==> src/rtl/instr_fetch.sv <==
// rtl/instr_fetch.sv - program-memory instruction fetch unit feeding a CPU instruction port
//
// Purpose:
//   Holds a small program memory that is written while the unit is not
//   running, then issues a run of up to 2^PC_BITS words, one per unstalled
//   cycle, on a registered instruction/instr_valid pair.
//
// Ports:
//   clk          rising-edge clock for all state
//   rst          synchronous active-high reset
//   load_en      program-memory write strobe (honoured in IDLE/DONE only)
//   load_addr    program-memory write address
//   load_data    program-memory write data
//   start        launch one run (honoured in IDLE/DONE only)
//   prog_len     words to issue, sampled with an accepted start
//   stall        downstream cannot take a word this cycle
//   instruction  registered instruction word (NOP_INSTR when not valid)
//   instr_valid  instruction carries a real program word
//   pc           address of the next word to fetch
//   busy         run in progress (FETCH)
//   done         run finished (DONE)

module instr_fetch #(
    parameter int                     INSTR_WIDTH = 20,
    parameter int                     PC_BITS     = 5,
    parameter logic [INSTR_WIDTH-1:0] NOP_INSTR   = '0
) (
    input  logic                   clk,
    input  logic                   rst,
    input  logic                   load_en,
    input  logic [PC_BITS-1:0]     load_addr,
    input  logic [INSTR_WIDTH-1:0] load_data,
    input  logic                   start,
    input  logic [PC_BITS:0]       prog_len,
    input  logic                   stall,
    output logic [INSTR_WIDTH-1:0] instruction,
    output logic                   instr_valid,
    output logic [PC_BITS-1:0]     pc,
    output logic                   busy,
    output logic                   done
);

    localparam int             DEPTH     = 1 << PC_BITS;
    localparam logic [PC_BITS:0] DEPTH_LEN = (PC_BITS+1)'(DEPTH);

    typedef enum logic [1:0] {
        S_IDLE  = 2'd0,
        S_FETCH = 2'd1,
        S_DONE  = 2'd2
    } state_t;

    state_t                 state_q;
    logic [PC_BITS-1:0]     pc_q;
    logic [PC_BITS:0]       count_q;
    logic [PC_BITS:0]       len_q;
    logic [INSTR_WIDTH-1:0] instr_q;
    logic                   valid_q;

    logic [INSTR_WIDTH-1:0] mem [DEPTH];

    logic [PC_BITS:0]       len_d;
    logic [PC_BITS:0]       count_d;
    logic                   last_issue;
    logic                   mem_we;
    logic [INSTR_WIDTH-1:0] rd_data;

    always_comb begin
        // Lengths beyond the memory size are clamped so a run never issues a word twice.
        len_d      = (prog_len > DEPTH_LEN) ? DEPTH_LEN : prog_len;
        count_d    = count_q + 1'b1;
        last_issue = (count_d == len_q);
        // Reset takes priority over a pending write; writes are locked out while fetching.
        mem_we     = load_en && !rst && (state_q != S_FETCH);
        rd_data    = mem[pc_q];
    end

    // Program storage has no reset so a reset does not wipe a loaded program.
    always_ff @(posedge clk) begin
        if (mem_we) begin
            mem[load_addr] <= load_data;
        end
    end

    always_ff @(posedge clk) begin
        if (rst) begin
            state_q <= S_IDLE;
            pc_q    <= '0;
            count_q <= '0;
            len_q   <= '0;
            instr_q <= NOP_INSTR;
            valid_q <= 1'b0;
        end else begin
            case (state_q)
                S_IDLE, S_DONE: begin
                    instr_q <= NOP_INSTR;
                    valid_q <= 1'b0;
                    if (start) begin
                        len_q   <= len_d;
                        pc_q    <= '0;
                        count_q <= '0;
                        // A zero-length run completes without ever entering FETCH.
                        state_q <= (len_d != '0) ? S_FETCH : S_DONE;
                    end
                end
                S_FETCH: begin
                    if (stall) begin
                        instr_q <= NOP_INSTR;
                        valid_q <= 1'b0;
                    end else begin
                        instr_q <= rd_data;
                        valid_q <= 1'b1;
                        pc_q    <= pc_q + 1'b1;
                        count_q <= count_d;
                        if (last_issue) begin
                            state_q <= S_DONE;
                        end
                    end
                end
                default: begin
                    state_q <= S_IDLE;
                    instr_q <= NOP_INSTR;
                    valid_q <= 1'b0;
                end
            endcase
        end
    end

    assign instruction = instr_q;
    assign instr_valid = valid_q;
    assign pc          = pc_q;
    assign busy        = (state_q == S_FETCH);
    assign done        = (state_q == S_DONE);

endmodule
==> config.mk <==
export PLATFORM = sky130hd
export DESIGN_NAME = instr_fetch
export DESIGN_NICKNAME = d
export VERILOG_FILES = /design/src/rtl/instr_fetch.sv
export SDC_FILE = /design/constraint.sdc
export NUM_CORES = 1
export LEC_CHECK = 0
export ABC_AREA = 1
export CORE_MARGIN = 4
export CORE_UTILIZATION = 46
export DETAILED_ROUTE_END_ITERATION = 16
export HOLD_SLACK_MARGIN = 0.02
export MAX_ROUTING_LAYER = met4
export SLEW_MARGIN = 40
export SYNTH_ARGS = -nofsm -noshare
export SYNTH_HDL_FRONTEND = slang
export SYNTH_SLANG_ARGS = --single-unit
==> constraint.sdc <==
create_clock -name clk -period 5.1 [get_ports clk]
set_input_delay 0.765 -clock clk [delete_from_list [all_inputs] [get_ports clk]]
set_output_delay 0.765 -clock clk [all_outputs]
set_load 0.1 [all_outputs]
==> impl_metrics.py <==
metrics = {
    "cells_and_area": {
        "final_cells": 3041,
        "drive_above_1_share_pct": 10.64,
        "fin_nets": 2257,
        "register_area_sq_um": 20030,
        "layout_commonest_cell": "edfxtp_1",
        "multi_input_area_sq_um": 6062,
        "syn2layout_area_growth_pct": 12.98,
        "fin_util_pct": 52.58,
        "fillers": 4872,
        "layout_common_cells": "edfxtp_1 (640), nor2_1 (460), o21ai_0 (315)",
        "design_area_sq_um": 30340,
    },
    "setup_path": {
        "start_kind": "primary input",
        "crit_arrival_ns": 3.57,
        "startpoint": "rst",
        "max_stage_delay_ns": 0.70,
        "crit_fanout": 15,
        "reg2reg_from": "pc[0]$_SDFFE_PP0P_",
        "crit_required_ns": 5.38,
        "critPathBufInv": 3,
        "path_class": "in -> reg",
        "crit_path_cell_trace": "clkdlybuf4s50_1 -> clkinv_1 -> nand2_1 -> nor2_1 -> nand3_1 -> nor2_2 -> buf_4",
        "crit_slowest_cell": "nand3_1",
        "crit_family": "simple AND/OR/NAND/NOR gates",
        "cp-end-kind": "register",
    },
    "timing": {
        "report.final.slew_viol_count": 0,
        "timing.hold.ws_ns": 0.4798,
        "skew_ns": 0.02205,
        "maxSlewHeadroom_pct": 40.04,
        "tns_ns": 0,
        "period_share_pct": 64.51,
        "setup-violations-final": 0,
        "hold_violations": 0,
        "rsz0062_at_grt": "false",
        "fin_crit_ns": 3.290,
        "max_slew.worst_pin.slew_ns": 0.8994,
        "fmax_ghz": 0.3039,
    },
    "yosys": {
        "synth_fa_ha_area_share_pct": 0.09320,
        "synth_top_cell_area_share_pct": 71.58,
        "ys_seq_elements": 680,
        "synth-main-ff-cell": "edfxtp_1",
        "synthArstFlopShare_pct": 0,
        "synth_top_family_by_area": "simple AND/OR/NAND/NOR gates",
        "syn_nets": 2202,
        "synth.mux.area_fraction_pct": 0,
        "synth_cell_types": 32,
        "synthSimpleGateAreaFrac_pct": 11.53,
        "syn_area_sq_um": 26850,
        "avgSynthCellArea_sq_um": 12.41,
        "syn_inst": 2164,
        "yosys_warnings": 0,
        "yosysTopAreaCell": "edfxtp_1",
        "synth_top_cells_by_area": "edfxtp_1 (72%), nor2_1 (6.9%), o21ai_0 (5.9%)",
        "synth-edff-count": 640,
        "yosysSeqAreaShare_pct": 74.56,
        "synthXorXnorAreaFrac_pct": 0.03262,
        "synth-compound-area-share_pct": 10.59,
    },
    "clock_tree": {
        "cts_buffers": 71,
        "htreeDepth": 3,
        "cts_tree": "yes",
        "clock_path_buffers": 3,
        "cts_setup_buffers": 0,
        "clk_latency_ns": 0.60,
        "cts_hold_buf": 0,
        "cts_root_buf": "clkbuf_16",
        "clock_sinks": 680,
        "path_clk_slew_ns": 0.06,
        "ctsResizeCount": 0,
    },
    "global_route": {
        "antenna_found_initial": 2,
        "grt_pass1_vias": 16280,
        "grt_max_degree": 147,
        "globalRoute.totalOverflow": 0,
        "track_usage_pct": 23.23,
        "grt_pass1_wl_um": 106100,
    },
    "detailed_routing": {
        "drc": 0,
        "vias": 17240,
        "drt-initial-drc-count": 1969,
        "drt_pre_antenna_iters": 5,
        "wl_per_cell_um": 23.52,
        "drt-total-wl_um": 71520,
        "ant_nets": 0,
        "vias_per_cell": 5.670,
    },
    "floorplanning": {
        "initial_core_util_pct": 46.54,
        "die-area_sq_um": 62300,
        "fp.dieH_um": 249.6,
        "core_sq_um": 57700,
        "ios": 64,
        "core.rowCount": 88,
        "die_w_um": 249.6,
    },
    "power": {
        "p_leak_uw": 0.01008,
        "p_per_area_nw_per_um2": 397.7,
        "irDropWorstVdd_mv": 0.2195,
    },
    "hold_path": {
        "hold_path_class": "reg -> reg",
        "hold_start": "count_q[5]$_SDFFE_PP0P_",
    },
    "run": {
        "maxCapViolations": 0,
    },
    "placed_design": {
        "dp_hpwl_um": 40350,
        "gp_congestion": 0.8748,
        "place_inst": 2910,
        "portBuffers": 63,
        "placed_area_sq_um": 28100,
    },
    "run_status": {
        "status": "finished, final reports clean",
    },
}
==> path summary, 6_finish.rpt <==
path,to,cells after the start,slack [ns]
worst min register to register,count_q[5]$_SDFFE_PP0P_,2,0.48
worst max register to register,instruction[11]$_SDFF_PP0_,8,2.05
worst max-delay path,mem[29][9]$_DFFE_PP_,7,1.81
worst min-delay path,count_q[5]$_SDFFE_PP0P_,2,0.48
==> cells by family after synthesis <==
group	count (synthesis)
simple gates	787
flops	680
compound gates	512
buf+inv	182
fa+ha+maj	2
xor+xnor	1
==> per-layer routing <==
layer	vias to the layer above	global-route usage [%]	wire length [um]	part of all wire [%]
li1	7928	-	-	-
met1	8524	32.16	30830	43
met2	690	35.61	33720	47
met3	100	4.085	5100	7.1
met4	0	7.172	1869	2.6
met5	-	-	0	0
==> power breakdown <==
part	internal (uW)	switching (uW)
combinational	244	738
sequential	6130	45.3
clock	2830	2070
==> cells in the mapped netlist (2+ instances only) <==
| master | count |
|---|---|
| a211oi_1 | 3 |
| a21oi_1 | 20 |
| buf_1 | 3 |
| buf_2 | 38 |
| buf_4 | 10 |
| buf_6 | 10 |
| clkbuf_1 | 71 |
| clkinv_1 | 2 |
| dfxtp_1 | 40 |
| edfxtp_1 | 640 |
| ha_1 | 2 |
| inv_1 | 41 |
| inv_2 | 6 |
| nand2_1 | 196 |
| nand3_1 | 86 |
| nor2_1 | 494 |
| nor3_1 | 3 |
| o211ai_1 | 62 |
| o21ai_0 | 315 |
| o21ai_1 | 30 |
| o22ai_1 | 76 |
| o32ai_1 | 6 |
==> worst reg2reg max path, delay by kind of cell, from the launching register on <==
kind,cells,cell delay (ns)
compound gates,4,1.19
buf+inv,2,0.59
flops,1,0.88
simple gates,2,0.30
==> metrics by stage <==
stage	total power (uW)	setup WS (ns)
floorplan	6883	2.256
global placement	7268	1.305
detailed placement	7272	1.278
CTS	12130	1.912
global route	12490	1.695
finish	12070	1.810
==> final cells by class <==
class	instances	area share [%]
Sequential cell	680	66.02
Antenna cell	2	0.01650
Timing Repair Buffer	115	2.970
Multi-Input combinational cell	1302	19.98
Inverter	49	0.6310
Tap cell	765	3.155
Clock buffer	95	6.397
Clock inverter	33	0.8290
==> flip-flops by register name, indices dropped and copies added (netlist names) <==
name and cells:
state_q 2, instr_valid 1, mem 640, count_q 6
len_q 6, pc 5, instruction 20
(Power assumes the default switching activity.)
